### config.mk
export PLATFORM = sky130hd
export DESIGN_NAME = temperature_calculator
export DESIGN_NICKNAME = d
export VERILOG_FILES = /design/src/rtl/temperature_pkg.sv /design/src/rtl/temperature_calculator_shift_add_mul_step.sv /design/src/rtl/temperature_calculator.sv
export SDC_FILE = /design/constraint.sdc
export NUM_CORES = 1
export LEC_CHECK = 0
export CORE_ASPECT_RATIO = 1.25
export CORE_MARGIN = 2
export CORE_UTILIZATION = 50
export CTS_CLUSTER_DIAMETER = 40
export DETAILED_ROUTE_END_ITERATION = 6
export GPL_ROUTABILITY_DRIVEN = 0
export HOLD_SLACK_MARGIN = 0.05
export PLACE_DENSITY = 0.75
export REMOVE_ABC_BUFFERS = 1
export SLEW_MARGIN = 20
export SYNTH_ARGS = -nofsm -noshare
export SYNTH_HDL_FRONTEND = slang
export SYNTH_HIERARCHICAL = 1
export SYNTH_SLANG_ARGS = --single-unit
### constraint.sdc
create_clock -name clk -period 5.5 [get_ports clk]
set_clock_uncertainty 0.15 [all_clocks]
set_input_delay 0.55 -clock clk [delete_from_list [all_inputs] [get_ports clk]]
set_output_delay 0.55 -clock clk [all_outputs]
set_load 0.02 [all_outputs]
### src/rtl/temperature_pkg.sv
// Shared defaults and state encoding for the temperature calculator.
package temperature_pkg;

  localparam int BASE_W_DEF = 32;
  localparam int REF_W_DEF  = 8;
  localparam int ADC_W_DEF  = 16;

  typedef enum logic {
    IDLE = 1'b0,
    CALC = 1'b1
  } state_t;

endpackage

### src/rtl/temperature_calculator_shift_add_mul_step.sv
// One shift-add multiply iteration: acc + (mul_bit ? operand << shift : 0), truncated.
module shift_add_mul_step #(
  parameter int BASE_W  = 32,
  parameter int ADC_W   = 16,
  parameter int SHIFT_W = 3
) (
  input  logic [BASE_W-1:0]  acc,
  input  logic [ADC_W-1:0]   operand,
  input  logic               mul_bit,
  input  logic [SHIFT_W-1:0] shift,
  output logic [BASE_W-1:0]  acc_next
);

  logic [BASE_W-1:0] operand_ext;
  logic [BASE_W-1:0] addend;

  always_comb begin
    operand_ext = BASE_W'(operand);
    addend      = mul_bit ? (operand_ext << shift) : '0;
    acc_next    = acc + addend;
  end

endmodule

### src/rtl/temperature_calculator.sv
// tempc = tc_base + tc_ref * adc_data (mod 2^BASE_W), one coefficient bit per clock.
module temperature_calculator
  import temperature_pkg::*;
#(
  parameter int BASE_W = BASE_W_DEF,
  parameter int REF_W  = REF_W_DEF,
  parameter int ADC_W  = ADC_W_DEF
) (
  input  logic              clk,
  input  logic              rst_n,
  input  logic              start,
  input  logic [BASE_W-1:0] tc_base,
  input  logic [REF_W-1:0]  tc_ref,
  input  logic [ADC_W-1:0]  adc_data,
  output logic              busy,
  output logic              done,
  output logic [BASE_W-1:0] tempc
);

  localparam int CNT_W = (REF_W > 1) ? $clog2(REF_W) : 1;
  localparam logic [CNT_W-1:0] LAST_CNT = CNT_W'(REF_W - 1);

  state_t            state_q;
  state_t            state_d;
  logic              load;
  logic              finish;
  logic [BASE_W-1:0] acc_q;
  logic [BASE_W-1:0] acc_next;
  logic [REF_W-1:0]  ref_q;
  logic [ADC_W-1:0]  adc_q;
  logic [CNT_W-1:0]  cnt_q;
  logic              done_q;
  logic [BASE_W-1:0] tempc_q;

  shift_add_mul_step #(
    .BASE_W  (BASE_W),
    .ADC_W   (ADC_W),
    .SHIFT_W (CNT_W)
  ) u_step (
    .acc      (acc_q),
    .operand  (adc_q),
    .mul_bit  (ref_q[cnt_q]),
    .shift    (cnt_q),
    .acc_next (acc_next)
  );

  always_ff @(posedge clk or negedge rst_n) begin
    if (!rst_n) begin
      state_q <= IDLE;
    end else begin
      state_q <= state_d;
    end
  end

  always_comb begin
    state_d = state_q;
    load    = 1'b0;
    finish  = 1'b0;
    case (state_q)
      IDLE: begin
        if (start) begin
          load    = 1'b1;
          state_d = CALC;
        end
      end
      CALC: begin
        if (cnt_q == LAST_CNT) begin
          finish  = 1'b1;
          state_d = IDLE;
        end
      end
      default: state_d = IDLE;
    endcase
  end

  // Operands are latched at start so later input changes cannot disturb a running calculation.
  always_ff @(posedge clk or negedge rst_n) begin
    if (!rst_n) begin
      acc_q   <= '0;
      ref_q   <= '0;
      adc_q   <= '0;
      cnt_q   <= '0;
      done_q  <= 1'b0;
      tempc_q <= '0;
    end else begin
      done_q <= finish;
      if (load) begin
        acc_q <= tc_base;
        ref_q <= tc_ref;
        adc_q <= adc_data;
        cnt_q <= '0;
      end else if (state_q == CALC) begin
        acc_q <= acc_next;
        cnt_q <= cnt_q + 1'b1;
        if (finish) begin
          tempc_q <= acc_next;
        end
      end
    end
  end

  assign busy  = (state_q == CALC);
  assign done  = done_q;
  assign tempc = tempc_q;

endmodule

==> flow_summary.yaml, run 1 <==
status:
  status: "completed"
clock_network:
  hold_buffers: 0
  clock_path_buffers: 2
  postCtsResizedCells: 0
  post-cts-setup-buffers: 0
  path_clk_slew_ns: 0.06
  clkSinkCount: 93
  htreeDepth: 3
  cts_buffers: 9
  insertion_delay_ns: 0.34
  clockRootBuffer: "clkbuf_16"
  cts_tree: "done"
floorplanning:
  die_area_mm2: 0.0130
  design.core.area_mm2: 0.0117
  die_w_um: 102
  ios: 93
  start_util_pct: 51.6
  rows: 44
  die-height_um: 127
worst_setup_path:
  slowest_delay_ns: 0.82
  crit_buf_inv: 0
  rr_startpoint: "cnt_q[2]"
  crit_family: "compound AO/OA/AOI/OAI gates"
  arrival_ns: 4.41
  critPathKind: "register to register"
  worstSetupStartpointType: "register"
  cp_slowest_cell: "dfrtp_1"
  critPathRequiredTime_ns: 5.58
  worstSetupStartpoint: "cnt_q[2]"
  end_kind: "register"
  crit_chain: "mux4_2, mux2_2, nand2_1, nor4b_1, ha_1, fa_1, a21oi_1, o211ai_1, a21oi_1, o211ai_1, a21boi_0, xnor2_1, mux2_2"
  crit_fanout: 25
run:
  maxCapViolCount: 0
sta:
  max_freq_ghz: 0.231
  setup_ws_ns: 1.17
  finalMaxSlewViolations: 0
  finalSetupTns_ns: 0
  layout_worst_path_cycle_share_pct: 78.7
  worst_pin_slew_ns: 0.970
  slew-limit-headroom_pct: 35.3
  finalHoldViolCount: 0
  rsz0062_at_grt: "false"
  final.min_clock_period_ns: 4.33
  finalSetupViolCount: 0
logic_synthesis:
  ys.flop_type: "dfrtp_1"
  synthTopCellsByArea: "dfrtp_1, mux2_2, mux2i_1"
  ys_warn_count: 6
  ys_ff_latch: 93
  synth-edff-count: 0
  syn_area_per_cell_um2: 10.0
  ys_seq_area_share_pct: 38.4
  yosysTopAreaCellShare_pct: 38.4
  synth.distinct_cells: 56
  async_flop_share_pct: 100
  syn_inst: 605
  synth_area_leader_cell: "dfrtp_1"
  syn-cell-area_mm2: 0.00606
global_route:
  grt_pass1_vias: 4756
  antenna_found_initial: 0
  grt_use_total_pct: 21.9
  overflow: 0
  grt_pass1_wl_um: 22600
  grt_max_degree: 71
layout:
  fin_util_pct: 62.3
  drive_above_1_share_pct: 15.0
  design_area_mm2: 0.00731
  syn_to_final_growth_pct: 20.7
  final_nets: 766
  fillerInstances: 1016
  antenna_cells: 0
placement:
  dp_slack_ns: 1.26
  dp_hpwl_um: 10400
  placed_cell_area_mm2: 0.00703
  port_buffers: 92
route:
  drt-vias-per-instance: 5.57
  ant_nets: 0
  drt_pass1_iterations: 4
  wire_per_inst_um: 16.2
  num_vias: 4716
  wl_um: 13800
  drc_errors: 0
  first_iter_violations: 256
min_path:
  hold_class: "input pin to asynchronous set/reset pin"
placed cells by master (no fill, tap or decap), drive strengths merged, types with 2 or more instances in the layout:
master / Yosys / final
a211oi: 7 / 7
a21boi: 8 / 8
a21o: 7 / 7
a21oi: 41 / 41
a22o: 2 / 2
a31oi: 6 / 6
and2: 6 / 6
and3: 3 / 3
buf: 22 / 8
clkbuf: 11 / 11
clkdlybuf4s50: 0 / 90
clkinv: 1 / 3
clkinvlp: 0 / 3
dfrtp: 93 / 93
ha: 25 / 25
inv: 13 / 13
mux2: 64 / 64
mux2i: 43 / 43
mux4: 3 / 3
nand2: 79 / 79
nand2b: 4 / 4
nand3: 13 / 13
nand4: 4 / 4
nor2: 28 / 28
nor2b: 10 / 10
nor3: 5 / 5
nor4: 2 / 2
o2111ai: 3 / 3
o211ai: 8 / 8
o21ai: 52 / 52
o22ai: 2 / 2
or4: 2 / 2
xnor2: 17 / 17
xor2: 7 / 7
flip-flops by register name (all words and copies together) (netlist names):
register  count
tempc        32
adc_q        16
acc_q        32
cnt_q         3
ref_q         8
busy          1
done          1
worst register-to-register path, cell delays in order (launching register included):
cell	delay, ns
dfrtp_1	0.82
mux4_2	0.41
mux2_2	0.38
nand2_1	0.17
nor4b_1	0.08
ha_1	0.26
fa_1	0.41
a21oi_1	0.25
o211ai_1	0.21
a21oi_1	0.26
o211ai_1	0.18
a21boi_0	0.26
xnor2_1	0.12
mux2_2	0.27
Yosys cell counts (3+ instances only):
cell type and n:
clkbuf_1 11, mux2_2 42, a21oi_2 3, nand2b_1 4, o21ai_0 48, a31oi_1 6, buf_2 16, inv_1 13
nand3_1 13, mux2i_1 43, nand4_1 4, a21boi_0 8, o21ai_1 3, nor2_1 28, a21oi_1 35, nand2_1 77
mux2_4 20, o211ai_1 8, nor2b_1 10, xor2_1 7, and2_1 6, dfrtp_1 93, mux4_2 3, xnor2_1 17
a21oi_4 3, a21o_1 7, ha_1 25, a211oi_1 6, buf_6 6, o2111ai_1 3, nor3_1 5
kinds of logic after synthesis:
family | Yosys count | share of synthesized area, %
DFF | 93 | 38.4
and+or+nand+nor | 162 | 12.3
buffers and inverters | 47 | 3.99
muxes | 110 | 21.4
xor gates and xnor gates | 24 | 3.47
adders and majority gates | 26 | 5.50
AOI/OAI and AO/OA | 143 | 15.0
routing by layer:
metal | up-vias | wire length, um | GRT usage (%)
li1 | 2322 | - | -
met1 | 2256 | 6110 | 28.1
met2 | 114 | 6870 | 37.0
met3 | 24 | 384 | 2.52
met4 | 0 | 387 | 9.33
met5 | - | 0 | 0
stage by stage:
stage	cells	hold WS [ns]
after global routing	847	0.110
after CTS	847	0.0753
final	847	0.0456
after floorplan	572	0.104
after global placement	831	0.333
after detailed placement	831	0.338
final cells by class:
class / instances / area (um2) / area share (%)
multi-input cells: 465 / 3490 / 47.7
flip-flops and latches: 93 / 2330 / 31.9
repair buffers: 98 / 958 / 13.1
clock buffers: 11 / 243 / 3.32
well taps: 161 / 201 / 2.76
inverters: 14 / 52.6 / 0.719
clock inverters: 5 / 36.3 / 0.496
final timing paths:
| path | depth (start not counted) | slack [ns] | end |
|---|---|---|---|
| worst max-delay path | 13 | 1.17 | tempc[24] |
| max in group asynchronous | 2 | 4.12 | acc_q[5] |
| min in group clk | 1 | 0.35 | tempc[9] |
| worst min register to register | 1 | 0.35 | tempc[9] |
| worst min-delay path | 1 | 0.05 | tempc[15] |
| worst max register to register | 13 | 1.17 | tempc[24] |
Power of run 1 is left out: the tool's default activity adds up to more than one toggle a clock period on the data nets, which glitch-free logic cannot reach.
==> inputs of run 2 (changes only) <==
Settings changed: PLACE_DENSITY 0.75 to 0.78.
Clock period 5.5 ns to 3.9 ns, I/O delays scaled along.
==> run 2 against run 1 <==
Design area increased by 1.8%. Wire length increased by 5.4%. Via count increased by 3.3%. Cell count increased by 1.1%. Die area unchanged. Maximum frequency increased by 15%. Worst hold slack got worse by 0.026 ns. Non-clock buffer count increased by 9. Sequential cell count unchanged. First-iteration DRC count increased by 4.7%. Largest cell class unchanged. Highest routed layer unchanged.
==> flow_summary.yaml, run 2 (synthesis gave the netlist of run 1 again) <==
worst_setup_path:
  r2r_slack_ns: 0.14
  critPathKind: "register to register"
  arrival_ns: 3.83
  rr_startpoint: "cnt_q[0]"
  critPathRequiredTime_ns: 3.97
  crit_fanout: 16
  crit_chain: "mux4_2, mux2_2, buf_4, o311a_1, ha_1, a21oi_4, o21ai_2, a221o_1, a21o_1, o2111a_1, o32a_1, mux2_2"
  slowest_delay_ns: 0.50
  critPathMostFrequentCell: "mux2_2"
  worstSetupStartpointType: "register"
  rr_endpoint: "tempc[29]"
  reg2regPathDepth: 12
  end_kind: "register"
  cp_slowest_cell: "mux4_2"
min_path:
  hold_class: "input pin to asynchronous set/reset pin"
global_route:
  grt_use_total_pct: 23.3
  antenna_found_initial: 0
  grt_max_degree: 71
  grt_pass1_wl_um: 24200
  grt_pass1_vias: 4901
  overflow: 0
clock_network:
  clock_path_buffers: 2
  cts_buffers: 9
  htreeDepth: 3
  clkSinkCount: 93
  path_clk_slew_ns: 0.07
  clockRootBuffer: "clkbuf_16"
  insertion_delay_ns: 0.33
  cts_tree: "done"
layout:
  layout_commonest_cell: "dfrtp_1"
  layout_common_cells: "dfrtp_1, clkdlybuf4s50_1, nand2_1"
  antenna_cells: 0
  final_nets: 775
  syn_to_final_growth_pct: 22.9
  drive_above_1_share_pct: 18.4
  design_area_mm2: 0.00744
route:
  wire_per_inst_um: 16.9
  ant_nets: 0
  drc_errors: 0
  drt-vias-per-instance: 5.69
  num_vias: 4871
  drt_pass1_iterations: 5
  first_iter_violations: 268
  wl_um: 14500
floorplanning:
  die_area_mm2: 0.0130
  die_w_um: 102
  rows: 44
  start_util_pct: 51.6
  die-height_um: 127
  design.core.area_mm2: 0.0117
  ios: 93
placement:
  placed_cell_area_mm2: 0.00709
  dp_slack_ns: 0.0771
  dp_hpwl_um: 10600
  port_buffers: 92
sta:
  max_freq_ghz: 0.266
  final.min_clock_period_ns: 3.76
  layout_worst_path_cycle_share_pct: 96.4
  slew-limit-headroom_pct: 41.5
  finalMaxSlewViolations: 0
  finalHoldViolCount: 0
  setup_ws_ns: 0.140
  finalSetupViolCount: 0
  worst_pin_slew_ns: 0.877
run:
  maxCapViolCount: 0
status:
  status: "completed"
run 2: cell types whose count changed in the layout (fill, tap and decap cells not counted), moves of 2 or more:
cell     before  now
ha_1         25   22
nor4_2        0    2
a21oi_2       3    8
nor4_1        2    0
a21oi_1      35   30
buf_6         0    2
ha_2          0    3
buf_4         7   14
run 2: layout make-up:
type / count / area (um2)
Clock buffer: 11 / 243
Timing Repair Buffer: 107 / 1030
Sequential cell: 93 / 2330
Fill cell: 941 / 4280
Clock inverter: 5 / 35.0
Inverter: 14 / 56.3
Tap cell: 161 / 201
Multi-Input combinational cell: 465 / 3540
run 2: stage by stage:
stage               setup TNS (ns)  util (%)  hold WS (ns)  std cells
finish                           0      63.5        0.0198        856
global route               -0.0274      63.5         0.101        856
CTS                              0      62.8        0.0603        855
detailed placement               0      60.5         0.331        839
global placement                 0      60.5         0.328        839
floorplan                   -0.741         -       -0.0556        572
run 2: routing by layer:
metal  GRT usage [%]  up-vias  share of wire [%]
met5               0        -                  0
met4            7.29        0                2.6
met3            3.28       26                4.7
met2            40.3      152                 50
met1            29.9     2352                 43
li1                -     2341                  -
run 2: critical path: cells and delay by family (launching register included):
| family | cells | cell delay (ns) |
|---|---|---|
| compound gates | 7 | 1.40 |
| fa+ha+maj | 1 | 0.43 |
| flops | 1 | 0.41 |
| mux | 3 | 1.06 |
| buf+inv | 1 | 0.19 |
run 2: worst max-delay path by stage:
stage / startpoint / to / cells after the start
after floorplan: cnt_q[0] / acc_q[26] / 14
after global placement: cnt_q[0] / acc_q[26] / 14
after detailed placement: cnt_q[0] / acc_q[26] / 14
after CTS: cnt_q[0] / acc_q[26] / 14
after global routing: cnt_q[0] / acc_q[29] / 13
final: cnt_q[0] / tempc[29] / 12
run 2: repair_timing:
item / 4_1_cts / 5_1_grt
setup buffers: 0 / 1
resized for setup: 0 / 19
endpoints found under the setup margin: 0 / 25
hold buffers: 0 / 0
Power of run 2 is left out for the same reason.
==> inputs of run 3 (changes only) <==
Settings changed: SLEW_MARGIN 20 to unset, TNS_END_PERCENT set to 20.
==> run 3 against run 2 <==
Non-clock buffer count is the same. Wire length shrank 0.25%. Global-route usage is the same. Count of clock-buffer cells in the layout is the same. Worst hold slack lost 0.0018 ns. Sequential cell count is the same. Register-to-register slack is essentially flat. Sequential share of layout area is the same. Cell count is the same. Setup slack gained 0.0062 ns. Die area is the same. Utilization is the same. Highest routed layer unchanged.
==> flow_summary.yaml, run 3 (synthesis gave the netlist of run 1 again) <==
floorplanning:
  design.core.area_mm2: 0.0117
  die_area_mm2: 0.0130
  rows: 44
  die-height_um: 127
  ios: 93
  die_w_um: 102
  start_util_pct: 51.6
layout:
  seq_area_mm2: 0.00233
  final_nets: 775
  syn_to_final_growth_pct: 22.9
  layout_commonest_cell: "dfrtp_1"
  antenna_cells: 0
  fillerInstances: 941
  fin_cells: 856
  drive_above_1_share_pct: 18.4
  layout_common_cells: "dfrtp_1, clkdlybuf4s50_1, nand2_1"
  design_area_mm2: 0.00744
  fin_util_pct: 63.5
  multiInputGateArea_mm2: 0.00354
route:
  wl_um: 14500
  ant_nets: 0
  drt_pass1_iterations: 5
  drt-vias-per-instance: 5.64
  num_vias: 4831
  first_iter_violations: 302
  wire_per_inst_um: 16.9
  drc_errors: 0
global_route:
  overflow: 0
  antenna_found_initial: 0
  grt_use_total_pct: 23.3
  grt_pass1_vias: 4901
  grt_max_degree: 71
  grt_pass1_wl_um: 24200
clock_network:
  path_clk_slew_ns: 0.07
  clkSinkCount: 93
  cts_buffers: 9
  clockRootBuffer: "clkbuf_16"
  htreeDepth: 3
  hold_buffers: 0
  insertion_delay_ns: 0.34
  clock_path_buffers: 2
  cts_tree: "done"
worst_setup_path:
  crit_fanout: 16
  slowest_delay_ns: 0.50
  crit_chain: "mux4_2, mux2_2, buf_4, o311a_1, ha_1, a21oi_4, o21ai_2, a221o_1, a21o_1, o2111a_1, o32a_1, mux2_2"
  arrival_ns: 3.83
  critPathMostFrequentCell: "mux2_2"
  cp_slowest_cell: "mux4_2"
  end_kind: "register"
  worstSetupStartpointType: "register"
  critPathRequiredTime_ns: 3.98
  critPathKind: "register to register"
sta:
  finalHoldViolCount: 0
  layout_worst_path_cycle_share_pct: 96.3
  hold_ws_ns: 0.0180
  slew-limit-headroom_pct: 41.3
  worst_pin_slew_ns: 0.880
  final.min_clock_period_ns: 3.75
  max_freq_ghz: 0.266
  finalMaxSlewViolations: 0
  finalSetupViolCount: 0
status:
  status: "completed"
run:
  maxCapViolCount: 0
placement:
  dp_hpwl_um: 10600
  port_buffers: 92
  placed_cells: 839
  placed_cell_area_mm2: 0.00709
min_path:
  hold_class: "input pin to asynchronous set/reset pin"
[run 3: cell counts in the layout (fill, tap and decap cells not counted)]
Identical to the previous run, type by type.
[run 3: layer usage]
metal | share of wire, % | up-vias | GRT usage, %
li1 | - | 2341 | -
met1 | 43 | 2332 | 29.9
met2 | 50 | 135 | 40.3
met3 | 4.4 | 23 | 3.28
met4 | 2.4 | 0 | 7.29
met5 | 0 | - | 0
[run 3: area by class of cell]
class,count,share of cell area [%]
Multi-Input combinational cell,465,47.6
Clock inverter,5,0.471
Sequential cell,93,31.3
Clock buffer,11,3.26
Tap cell,161,2.71
Timing Repair Buffer,107,13.9
Inverter,14,0.757
[run 3: worst paths after layout]
kind / endpoint / cells after the start / startpoint / slack (ns)
max: tempc[29] / 12 / cnt_q[0] / 0.15
min: adc_q[14] / 1 / rst_n / 0.02
max reg2reg: tempc[29] / 12 / cnt_q[0] / 0.15
min reg2reg: tempc[9] / 1 / tempc[9] / 0.34
max in group asynchronous: done / 2 / rst_n / 2.72
min in group clk: tempc[9] / 1 / tempc[9] / 0.34
[run 3: stage by stage]
stage / TNS [ns] / setup WS [ns]
after global routing: -0.0274 / -0.0142
after global placement: 0 / 0.214
after floorplan: -0.741 / -0.163
final: 0 / 0.146
after detailed placement: 0 / 0.0771
after CTS: 0 / 0.0616
[run 3: timing repair]
item | CTS | global route
endpoints found under the setup margin | 0 | 25
buffers inserted | 0 | 1
resized for setup | 0 | 19
[run 3: worst max-delay path: cells and delay by family (launching register included)]
family / cells / cell delay [ns]
AO/OA/AOI/OAI: 7 / 1.40
adder cells (fa/ha/maj): 1 / 0.43
buffers and inverters: 1 / 0.19
flip-flops: 1 / 0.41
multiplexers: 3 / 1.06
Power of run 3 is left out for the same reason.
